===== config.mk =====
export PLATFORM = sky130hd
export DESIGN_NAME = hazard_stall_controller_flat
export DESIGN_NICKNAME = d
export VERILOG_FILES = /design/src/rtl/hazard_pkg.sv /design/src/rtl/hazard_stall_controller_if.sv /design/src/rtl/hazard_stall_controller_mem_wait_timer.sv /design/src/rtl/hazard_stall_controller.sv /design/src/flat_wrapper.sv
export SDC_FILE = /design/constraint.sdc
export NUM_CORES = 1
export LEC_CHECK = 0
export BUFFER_PORTS_ARGS = -buffer_cell sky130_fd_sc_hd__buf_2
export CORE_UTILIZATION = 45
export CTS_CLUSTER_DIAMETER = 80
export CTS_CLUSTER_SIZE = 12
export DETAILED_ROUTE_END_ITERATION = 8
export GPL_TIMING_DRIVEN = 0
export MAX_ROUTING_LAYER = met4
export PLACE_DENSITY_LB_ADDON = 0.12
export SLEW_MARGIN = 20
export SYNTH_ARGS = -nofsm -noshare
export SYNTH_HDL_FRONTEND = slang
export SYNTH_SLANG_ARGS = --single-unit

===== constraint.sdc =====
create_clock -name clk -period 2.3 [get_ports clk]
set_input_delay 0.115 -clock clk [delete_from_list [all_inputs] [get_ports clk]]
set_output_delay 0.115 -clock clk [all_outputs]
set_load 0.02 [all_outputs]

===== src/rtl/hazard_pkg.sv =====
// Shared definitions for the pipeline hazard/stall controller.
package hazard_pkg;

  localparam int unsigned REG_ADDR_W = 5;
  localparam logic [REG_ADDR_W-1:0] REG_ZERO = '0;

  typedef enum logic [1:0] {
    ST_RUN           = 2'b00,
    ST_MEM_WAIT      = 2'b01,
    ST_REDIRECT_PEND = 2'b10,
    ST_ERROR         = 2'b11
  } ctrl_state_e;

  // A load in E feeding either D-stage source; x0 is never a real dependency.
  function automatic logic load_use(input logic                  load_e,
                                    input logic [REG_ADDR_W-1:0] rd_e,
                                    input logic [REG_ADDR_W-1:0] rs1_d,
                                    input logic [REG_ADDR_W-1:0] rs2_d);
    return load_e && (rd_e != REG_ZERO) && ((rd_e == rs1_d) || (rd_e == rs2_d));
  endfunction

endpackage


===== src/rtl/hazard_stall_controller_if.sv =====
// Hazard-unit signal bundle; STALL_PERF_EN adds the performance counter outputs.
interface hazard_stall_controller_if;
  import hazard_pkg::*;

  logic                  LoadE;
  logic [REG_ADDR_W-1:0] RD_E;
  logic [REG_ADDR_W-1:0] Rs1_D;
  logic [REG_ADDR_W-1:0] Rs2_D;
  logic                  PCSrcE;
  logic                  DMemReqM;
  logic                  DMemReadyM;
  logic                  StallF;
  logic                  StallD;
  logic                  StallE;
  logic                  StallM;
  logic                  FlushD;
  logic                  FlushE;
  logic                  FlushW;
  logic                  MemTimeout;
  logic [1:0]            CtrlState;
`ifdef STALL_PERF_EN
  logic [31:0]           LuBubbles;
  logic [31:0]           MemWaitCycles;

  modport master (
    output LoadE, RD_E, Rs1_D, Rs2_D, PCSrcE, DMemReqM, DMemReadyM,
    input  StallF, StallD, StallE, StallM, FlushD, FlushE, FlushW,
           MemTimeout, CtrlState, LuBubbles, MemWaitCycles
  );
  modport slave (
    input  LoadE, RD_E, Rs1_D, Rs2_D, PCSrcE, DMemReqM, DMemReadyM,
    output StallF, StallD, StallE, StallM, FlushD, FlushE, FlushW,
           MemTimeout, CtrlState, LuBubbles, MemWaitCycles
  );
`else
  modport master (
    output LoadE, RD_E, Rs1_D, Rs2_D, PCSrcE, DMemReqM, DMemReadyM,
    input  StallF, StallD, StallE, StallM, FlushD, FlushE, FlushW,
           MemTimeout, CtrlState
  );
  modport slave (
    input  LoadE, RD_E, Rs1_D, Rs2_D, PCSrcE, DMemReqM, DMemReadyM,
    output StallF, StallD, StallE, StallM, FlushD, FlushE, FlushW,
           MemTimeout, CtrlState
  );
`endif

endinterface


===== src/rtl/hazard_stall_controller_mem_wait_timer.sv =====
// Saturating data-memory wait counter with timeout detection.
module mem_wait_timer #(
  parameter int unsigned MEM_TIMEOUT = 16,
  parameter int unsigned CNT_W       = 8
) (
  input  logic clk,
  input  logic rst,
  input  logic clr,
  input  logic inc,
  output logic expired
);

  localparam logic [CNT_W-1:0] CNT_MAX  = '1;
  localparam logic [CNT_W-1:0] CNT_LAST = CNT_W'(MEM_TIMEOUT - 1);

  logic [CNT_W-1:0] cnt;

  always_ff @(posedge clk or negedge rst) begin
    if (!rst) begin
      cnt <= '0;
    end else if (clr) begin
      cnt <= '0;
    end else if (inc && (cnt != CNT_MAX)) begin
      cnt <= cnt + CNT_W'(1);
    end
  end

  // Flags the wait cycle whose increment brings the count to MEM_TIMEOUT.
  assign expired = inc && (cnt >= CNT_LAST);

endmodule


===== src/rtl/hazard_stall_controller.sv =====
// Stall/flush sequencer for load-use, data-memory waits (with timeout) and redirects.
// Optional macro STALL_PERF_EN adds LuBubbles/MemWaitCycles counters.
module hazard_stall_controller
  import hazard_pkg::*;
#(
  parameter int unsigned MEM_TIMEOUT = 16,
  parameter int unsigned CNT_W       = 8
) (
  input  logic                      clk,
  input  logic                      rst,
  hazard_stall_controller_if.slave  hz
);

  ctrl_state_e state, state_next;
  logic lu, mw;
  logic tmr_clr, tmr_inc, tmr_expired;
  logic stall_f, stall_d, stall_e, stall_m;
  logic flush_d, flush_e, flush_w, mem_timeout;

  assign lu = load_use(hz.LoadE, hz.RD_E, hz.Rs1_D, hz.Rs2_D);
  assign mw = hz.DMemReqM && !hz.DMemReadyM;

  mem_wait_timer #(
    .MEM_TIMEOUT (MEM_TIMEOUT),
    .CNT_W       (CNT_W)
  ) u_timer (
    .clk     (clk),
    .rst     (rst),
    .clr     (tmr_clr),
    .inc     (tmr_inc),
    .expired (tmr_expired)
  );

  always_ff @(posedge clk or negedge rst) begin
    if (!rst) begin
      state <= ST_RUN;
    end else begin
      state <= state_next;
    end
  end

  always_comb begin
    state_next  = state;
    tmr_clr     = 1'b0;
    tmr_inc     = 1'b0;
    stall_f     = 1'b0;
    stall_d     = 1'b0;
    stall_e     = 1'b0;
    stall_m     = 1'b0;
    flush_d     = 1'b0;
    flush_e     = 1'b0;
    flush_w     = 1'b0;
    mem_timeout = 1'b0;
    // Outputs are combinational, so reset must mask them explicitly.
    if (rst) begin
      unique case (state)
        ST_RUN: begin
          if (mw) begin
            {stall_f, stall_d, stall_e, stall_m, flush_w} = '1;
            tmr_inc    = 1'b1;
            state_next = hz.PCSrcE ? ST_REDIRECT_PEND : ST_MEM_WAIT;
          end else if (hz.PCSrcE) begin
            flush_d = 1'b1;
            flush_e = 1'b1;
          end else if (lu) begin
            stall_f = 1'b1;
            stall_d = 1'b1;
            flush_e = 1'b1;
          end
        end
        ST_MEM_WAIT, ST_REDIRECT_PEND: begin
          if (!hz.DMemReadyM) begin
            {stall_f, stall_d, stall_e, stall_m, flush_w} = '1;
            tmr_inc = 1'b1;
            if (tmr_expired) begin
              state_next = ST_ERROR;
            end
          end else begin
            tmr_clr    = 1'b1;
            state_next = ST_RUN;
            // A pending redirect was latched on entry; E stayed frozen since.
            if (state == ST_REDIRECT_PEND || hz.PCSrcE) begin
              flush_d = 1'b1;
              flush_e = 1'b1;
            end else if (lu) begin
              stall_f = 1'b1;
              stall_d = 1'b1;
              flush_e = 1'b1;
            end
          end
        end
        ST_ERROR: begin
          {stall_f, stall_d, stall_e, stall_m, flush_w, mem_timeout} = '1;
        end
        default: state_next = ST_RUN;
      endcase
    end
  end

  assign hz.StallF     = stall_f;
  assign hz.StallD     = stall_d;
  assign hz.StallE     = stall_e;
  assign hz.StallM     = stall_m;
  assign hz.FlushD     = flush_d;
  assign hz.FlushE     = flush_e;
  assign hz.FlushW     = flush_w;
  assign hz.MemTimeout = mem_timeout;
  assign hz.CtrlState  = rst ? state : ST_RUN;

`ifdef STALL_PERF_EN
  logic        lu_bubble;
  logic [31:0] lu_bubbles, mem_wait_cycles;

  // In RUN, StallD without StallM can only be the load-use bubble.
  assign lu_bubble = (state == ST_RUN) && stall_d && !stall_m;

  always_ff @(posedge clk or negedge rst) begin
    if (!rst) begin
      lu_bubbles      <= '0;
      mem_wait_cycles <= '0;
    end else begin
      if (lu_bubble) lu_bubbles <= lu_bubbles + 32'd1;
      if (stall_m)   mem_wait_cycles <= mem_wait_cycles + 32'd1;
    end
  end

  assign hz.LuBubbles     = lu_bubbles;
  assign hz.MemWaitCycles = mem_wait_cycles;
`endif

endmodule


===== src/flat_wrapper.sv =====
// flat-port wrapper written by rule: the top's interface ports become plain ports
module hazard_stall_controller_flat import hazard_pkg::*;
#(
  parameter int unsigned MEM_TIMEOUT = 16,
  parameter int unsigned CNT_W       = 8
)
  (clk, rst, hz_LoadE, hz_RD_E, hz_Rs1_D, hz_Rs2_D, hz_PCSrcE, hz_DMemReqM, hz_DMemReadyM, hz_StallF, hz_StallD, hz_StallE, hz_StallM, hz_FlushD, hz_FlushE, hz_FlushW, hz_MemTimeout, hz_CtrlState);
  hazard_stall_controller_if hz_i ();
  input  logic clk;
  input  logic rst;
  input wire logic [$bits(hz_i.LoadE)-1:0] hz_LoadE;
  input wire logic [$bits(hz_i.RD_E)-1:0] hz_RD_E;
  input wire logic [$bits(hz_i.Rs1_D)-1:0] hz_Rs1_D;
  input wire logic [$bits(hz_i.Rs2_D)-1:0] hz_Rs2_D;
  input wire logic [$bits(hz_i.PCSrcE)-1:0] hz_PCSrcE;
  input wire logic [$bits(hz_i.DMemReqM)-1:0] hz_DMemReqM;
  input wire logic [$bits(hz_i.DMemReadyM)-1:0] hz_DMemReadyM;
  output wire logic [$bits(hz_i.StallF)-1:0] hz_StallF;
  output wire logic [$bits(hz_i.StallD)-1:0] hz_StallD;
  output wire logic [$bits(hz_i.StallE)-1:0] hz_StallE;
  output wire logic [$bits(hz_i.StallM)-1:0] hz_StallM;
  output wire logic [$bits(hz_i.FlushD)-1:0] hz_FlushD;
  output wire logic [$bits(hz_i.FlushE)-1:0] hz_FlushE;
  output wire logic [$bits(hz_i.FlushW)-1:0] hz_FlushW;
  output wire logic [$bits(hz_i.MemTimeout)-1:0] hz_MemTimeout;
  output wire logic [$bits(hz_i.CtrlState)-1:0] hz_CtrlState;
  assign hz_i.LoadE = hz_LoadE;
  assign hz_i.RD_E = hz_RD_E;
  assign hz_i.Rs1_D = hz_Rs1_D;
  assign hz_i.Rs2_D = hz_Rs2_D;
  assign hz_i.PCSrcE = hz_PCSrcE;
  assign hz_i.DMemReqM = hz_DMemReqM;
  assign hz_i.DMemReadyM = hz_DMemReadyM;
  assign hz_StallF = hz_i.StallF;
  assign hz_StallD = hz_i.StallD;
  assign hz_StallE = hz_i.StallE;
  assign hz_StallM = hz_i.StallM;
  assign hz_FlushD = hz_i.FlushD;
  assign hz_FlushE = hz_i.FlushE;
  assign hz_FlushW = hz_i.FlushW;
  assign hz_MemTimeout = hz_i.MemTimeout;
  assign hz_CtrlState = hz_i.CtrlState;
  hazard_stall_controller #(.MEM_TIMEOUT(MEM_TIMEOUT), .CNT_W(CNT_W)) u_core (.clk(clk), .rst(rst), .hz(hz_i));
endmodule

==> results of run 1 <==
## logic make-up after synthesis
kind of cell / after synthesis
AO/OA/AOI/OAI: 21
XOR/XNOR: 11
buffers and inverters: 13
adder cells (fa/ha/maj): 4
AND/OR/NAND/NOR: 43
multiplexers: 7
flip-flops: 10
## Yosys cell counts, types with 3 or more instances
master,instances,area share [%]
nor2_1,7,2.9
dfrtp_1,10,27
and2_1,3,2.1
nor2b_1,3,2.1
or4_1,3,2.5
inv_1,6,2.5
o21ai_0,3,1.6
nand2_1,7,2.9
mux2i_1,5,5.5
and3_1,5,3.4
buf_4,3,2.5
nand2b_1,4,2.7
ha_1,4,5.5
clkbuf_1,3,1.2
a21oi_1,5,2.7
nor3_1,4,2.2
xor2_1,10,9.6
nand3_1,3,1.6
## what timing repair did
item / 4_1_cts / 5_1_grt
gates resized for setup: 0 / 3
buffers inserted: 0 / 1
hold endpoints to repair: 10 / 0
endpoints found under the setup margin: 1 / 2
pin swaps: 0 / 2
hold buffers: 1 / 0
## final cells by class
type	instances	area share [%]
plain buffers	5	2.70
clock buffers	4	3.13
inverters	6	1.94
multi-input cells	86	53.7
flip-flops and latches	10	21.6
well taps	25	2.70
repair buffers	31	14.3
## worst min-delay path by stage
stage	endpoint	slack, ps	startpoint	cells past startpoint
final	u_core.state[0]$_DFFE_PN0P_	240	hz_DMemReadyM	4
after global routing	u_core.u_timer.cnt[4]$_DFFE_PN0P_	280	rst	2
after CTS	u_core.state[0]$_DFFE_PN0P_	240	hz_DMemReadyM	4
after detailed placement	u_core.u_timer.cnt[0]$_DFFE_PN0P_	40	rst	1
after global placement	u_core.state[1]$_DFFE_PN0P_	30	rst	1
after floorplan	u_core.state[0]$_DFFE_PN0P_	-180	rst	0
## flip-flops by register name (all words and copies together), names as in the netlist
| register | cells |
|---|---|
| u_core.state | 2 |
| u_core.u_timer.cnt | 8 |
## metrics by stage
stage / setup TNS, ps / setup WS [ps] / power (µW) / instances
floorplan: 0 / 248 / 731 / 109
global placement: 0 / 148 / 871 / 163
detailed placement: 0 / 82.4 / 883 / 163
CTS: 0 / 104 / 1050 / 167
global route: -0.361 / -0.361 / 1200 / 167
finish: 0 / 150 / 1100 / 167
## worst max-delay path, delay by kind of cell (launching register included)
| kind | cells | cell delay [ps] |
|---|---|---|
| AOI/OAI and AO/OA | 3 | 610 |
| buffers and inverters | 4 | 460 |
| DFF | 1 | 410 |
| adders and majority gates | 1 | 280 |
## layout by cell type, fill, tap and decap left out, types with 2 or more instances in the layout
| cell | count |
|---|---|
| a21oi_1 | 5 |
| and2_1 | 3 |
| and3_1 | 5 |
| buf_2 | 29 |
| buf_4 | 4 |
| clkbuf_4 | 4 |
| dfrtp_1 | 10 |
| ha_1 | 3 |
| inv_1 | 6 |
| mux2i_1 | 5 |
| nand2_1 | 7 |
| nand2b_1 | 4 |
| nand3_1 | 3 |
| nor2_1 | 7 |
| nor2b_1 | 3 |
| nor3_1 | 4 |
| nor4_1 | 2 |
| o21ai_0 | 3 |
| o22ai_1 | 2 |
| o31ai_1 | 2 |
| or4_1 | 3 |
| xor2_1 | 10 |
## report_power, final
part | leakage [µW] | internal [µW] | switching (µW)
sequential | 0.000133 | 212 | 32.5
clock | 0.0000210 | 96.3 | 68.8
combinational | 0.000434 | 318 | 375
## layer usage
| metal | up-vias | routed length [µm] | global-route usage [%] |
|---|---|---|---|
| met5 | - | 0 | - |
| met4 | 0 | 29 | 8.57 |
| met1 | 416 | 880 | 22.9 |
| met3 | 5 | 83 | 1.54 |
| li1 | 453 | - | - |
| met2 | 25 | 940 | 32.8 |
==> impl_metrics.tcl, run 1 <==
set metrics [dict create \
    utilization_pct 63.6 \
    yosysSeqAreaShare_pct 27.4 \
    clock_skew_ps 3.30 \
    core-area_um2 1820 \
    die_y_um 47.1 \
    p_per_area_nw_per_um2 952 \
    grtUsageTotal_pct 19.2 \
    grt_max_degree 20 \
    min_period_ps 2150 \
    arrival_ps 2040 \
    vias 899 \
    gp_congestion 0.851 \
    report.final.slew_viol_count 0 \
    ir_drop_uv 688 \
    ys_async_sr_fraction_pct 100 \
    cts.clk_slew.worst_paths_ps 70 \
    holdWs_ps 244 \
    routedWlPerCell_um 11.6 \
    clk_latency_ps 270 \
    synth_compound_area_share_pct 16.0 \
    synth.area.mux_share_pct 7.95 \
    synth_nets 134 \
    clock_sinks 10 \
    clk_path_buf_depth 2 \
    die_area_um2 2210 \
    worstPathCellList "inv_1, ha_4, inv_1, a21oi_1, o31ai_1, o41ai_2, buf_4, buf_2" \
    finalSetupViolCount 0 \
    row_count 15 \
    cts_tree "built" \
    antenna_found_initial 0 \
    hold_viol 0 \
    hpwl_mm 1.51 \
    path_common_cell "inv_1" \
    synthCells 109 \
    drc 0 \
    h-tree-depth 1 \
    min_period_over_period_pct 93.5 \
    crit_path_top_delay_cell "dfrtp_1" \
    cts_root_buffer "clkbuf_4" \
    outcome "finished clean" \
    yosys_warnings 0 \
    fmax_ghz 0.465 \
    drtAntennaViolNets 0 \
    crit_end "hz_StallF" \
    grt_pass1_wl_mm 2.92 \
    crit_type "flip-flop to output pin" \
    cpPeakStageDelay_ps 410 \
    syn-cell-area_um2 913 \
    synth_xor_area_share_pct 10.5 \
    fillCellCount 157 \
    end_kind "output pin" \
    synth_edf_count 0 \
    leakage_uw 0.000588 \
    yosysUniqueCellTypes 35 \
    place_area_um2 1100 \
    antenna_cells 0 \
    crit_start "u_core.state[1]$_DFFE_PN0P_" \
    start_kind "flip-flop" \
    avgSynthCellArea_um2 8.38 \
    worstPathRequired_ps 2180 \
    synth_flop_cell "dfrtp_1" \
    drt_iter0_drc 15 \
    drt-total-wl_mm 1.93 \
    r2r-end "u_core.u_timer.cnt[1]$_DFFE_PN0P_" \
    synth_simple_gate_area_share_pct 25.9 \
    area_growth_pct 26.8 \
    worst_pin_slew_ps 401 \
    ff2ff_setup_slack_ps 160 \
    grt_pass1_vias 739 \
    ff_latch_area_um2 250 \
    synth_fa_ha_area_share_pct 5.48 \
    max-cap-violations 0 \
    final_area_um2 1160 \
    avgViaCountPerCell 5.38 \
    multiInputGateArea_um2 622 \
    hold_path_class "primary input to flip-flop" \
    drtPass1Iterations 4 \
    r2r_cells 5 \
    synth_seq_cells 10 \
    die_w_um 47.1 \
    max-slew-margin-rel_pct 73.2 \
    reg2reg_from "u_core.state[1]$_DFFE_PN0P_" \
    synth_top_family_by_area "simple AND/OR/NAND/NOR gates" \
    finalNetCount 168 \
    worstPathMaxFanout 5 \
    port_buffers 29 \
    cts_buffers 3 \
    design.portCount 31 \
    start_util_pct 50.2 \
    drive_gt1_share_pct 31.0 \
    overflow 0 \
]
(Power assumes the default switching activity.)
==> inputs of run 2 (changes only) <==
GPL_TIMING_DRIVEN = default   (was 0)
clock period = 2.52 ns   (was 2.3 ns; I/O delays follow)
==> impl_metrics.tcl, run 2 (synthesis gave the netlist of run 1 again) <==
set metrics [dict create \
    area_growth_pct 21.5 \
    clock_skew_ps 3.83 \
    design.portCount 31 \
    cts_setup_buffers 0 \
    cts.clk_slew.worst_paths_ps 70 \
    antenna_found_initial 0 \
    finalNetCount 164 \
    port_buffers 30 \
    crit_type "flip-flop to output pin" \
    die_area_um2 2210 \
    worstPathMaxFanout 10 \
    cts_buffers 3 \
    ctsResizeCount 0 \
    drtPass1Iterations 4 \
    report.final.slew_viol_count 0 \
    hold_start "hz_PCSrcE" \
    ff2ff_setup_slack_ps 400 \
    grtUsageTotal_pct 19.6 \
    hold_path_class "primary input to flip-flop" \
    start_kind "flip-flop" \
    avgViaCountPerCell 5.32 \
    p_int_uw 506 \
    ir_drop_uv 611 \
    grt_pass1_vias 728 \
    layout_commonest_cell "buf_2" \
    finalSetupViolCount 0 \
    max-slew-margin-rel_pct 74.6 \
    power_frac_seq_pct 24.2 \
    fin_tns_setup_ps 0 \
    arrival_ps 2050 \
    die_w_um 47.1 \
    reg2reg_from "u_core.state[1]$_DFFE_PN0P_" \
    worst_pin_slew_ps 378 \
    vias 867 \
    r2r_cells 5 \
    p_comb_share_pct 60.1 \
    grt_pass1_wl_mm 2.92 \
    routedWlPerCell_um 11.6 \
    clock_sinks 10 \
    outcome "finished clean" \
    holdWs_ps 275 \
    rsz0062_at_grt "false" \
    grt_max_degree 19 \
    hold_end "u_core.state[0]$_DFFE_PN0P_" \
    antenna_cells 0 \
    finalPower_uw 923 \
    core-area_um2 1820 \
    drt-total-wl_mm 1.89 \
    p_sw_uw 416 \
    hpwl_mm 1.49 \
    stdcell_count 163 \
    min_period_over_period_pct 86.2 \
    fmax_ghz 0.461 \
    h-tree-depth 1 \
    whs_path_depth 4 \
    fillCellCount 169 \
    worstPathRequired_ps 2390 \
    hold_viol 0 \
    utilization_pct 61.0 \
    r2r-end "u_core.u_timer.cnt[1]$_DFFE_PN0P_" \
    drt_iter0_drc 12 \
    leakage_uw 0.000565 \
    max-cap-violations 0 \
    end_kind "output pin" \
    overflow 0 \
    hold_buffers 1 \
    clk_latency_ps 270 \
    regMostFlops "u_core.u_timer.cnt" \
    row_count 15 \
    p_per_area_nw_per_um2 831 \
    start_util_pct 50.2 \
    most-common-layout-cells "buf_2, xor2_1, dfrtp_1, nand2_1, nor2_1" \
    top_regs "u_core.u_timer.cnt (8), u_core.state (2)" \
    drc 0 \
    drive_gt1_share_pct 28.3 \
    drtAntennaViolNets 0 \
    pwr-share-clk_pct 15.7 \
    die_y_um 47.1 \
    min_period_ps 2170 \
    clk_path_buf_depth 2 \
    cts_root_buffer "clkbuf_4" \
    placed_cells 158 \
    largest_reg_flops 8 \
    cts_tree "built" \
    swShare_pct 45.1 \
    gp_congestion 0.824 \
]
## run 2: cell count changes in the layout (fill, tap and decap cells not counted)
cell      previous run  this run
clkbuf_1             1         0
buf_4                4         1
buf_2               29        30
clkbuf_4             4         3
ha_1                 3         4
o41ai_1              1         2
o41ai_2              1         0
ha_4                 1         0
## run 2: layout make-up
| cell class | count | area, µm² | area share [%] |
|---|---|---|---|
| repair buffers | 32 | 168 | 15.1 |
| flip-flops and latches | 10 | 250 | 22.5 |
| clock buffers | 4 | 36.3 | 3.27 |
| multi-input cells | 86 | 602 | 54.2 |
| inverters | 6 | 22.5 | 2.03 |
| well taps | 25 | 31.3 | 2.82 |
## run 2: worst max path at each step
stage / slack [ps] / startpoint / cells after the start / to
3_5_place_dp: 400 / u_core.state[1]$_DFFE_PN0P_ / 5 / u_core.u_timer.cnt[1]$_DFFE_PN0P_
2_1_floorplan: 130 / u_core.state[1]$_DFFE_PN0P_ / 8 / hz_StallF
4_1_cts: 360 / u_core.state[1]$_DFFE_PN0P_ / 7 / hz_StallF
3_3_place_gp: 490 / u_core.state[1]$_DFFE_PN0P_ / 5 / u_core.u_timer.cnt[1]$_DFFE_PN0P_
5_1_grt: 170 / u_core.state[1]$_DFFE_PN0P_ / 7 / hz_StallD
6_report: 350 / u_core.state[1]$_DFFE_PN0P_ / 7 / hz_StallF
## run 2: per-layer routing
metal	vias up	part of all wire (%)	GRT usage (%)
met3	4	4.8	1.54
li1	446	-	-
met4	0	1.2	12.0
met1	387	46	22.2
met5	-	0	-
met2	30	48	33.3
## run 2: critical path, stage by stage, from the launching register on
cell	delay, ps
dfrtp_1	400
inv_1	60
ha_1	450
inv_1	100
a21oi_1	130
o31ai_1	70
o41ai_1	330
buf_2	240
## run 2: metrics by stage
step | instance area [µm²] | worst slack, ps
finish | 1110 | 349
global route | 1110 | 166
CTS | 1110 | 355
detailed placement | 1060 | 402
global placement | 1060 | 486
floorplan | 913 | 132
## run 2: power by group through the flow
| stage | Combinational (µW) | Clock (µW) | Sequential [µW] |
|---|---|---|---|
| 2_1_floorplan | 442 | 0 | 219 |
| 3_3_place_gp | 542 | 0 | 223 |
| 3_5_place_dp | 552 | 0 | 227 |
| 4_1_cts | 555 | 151 | 223 |
| 5_1_grt | 622 | 154 | 229 |
| 6_report | 555 | 145 | 223 |
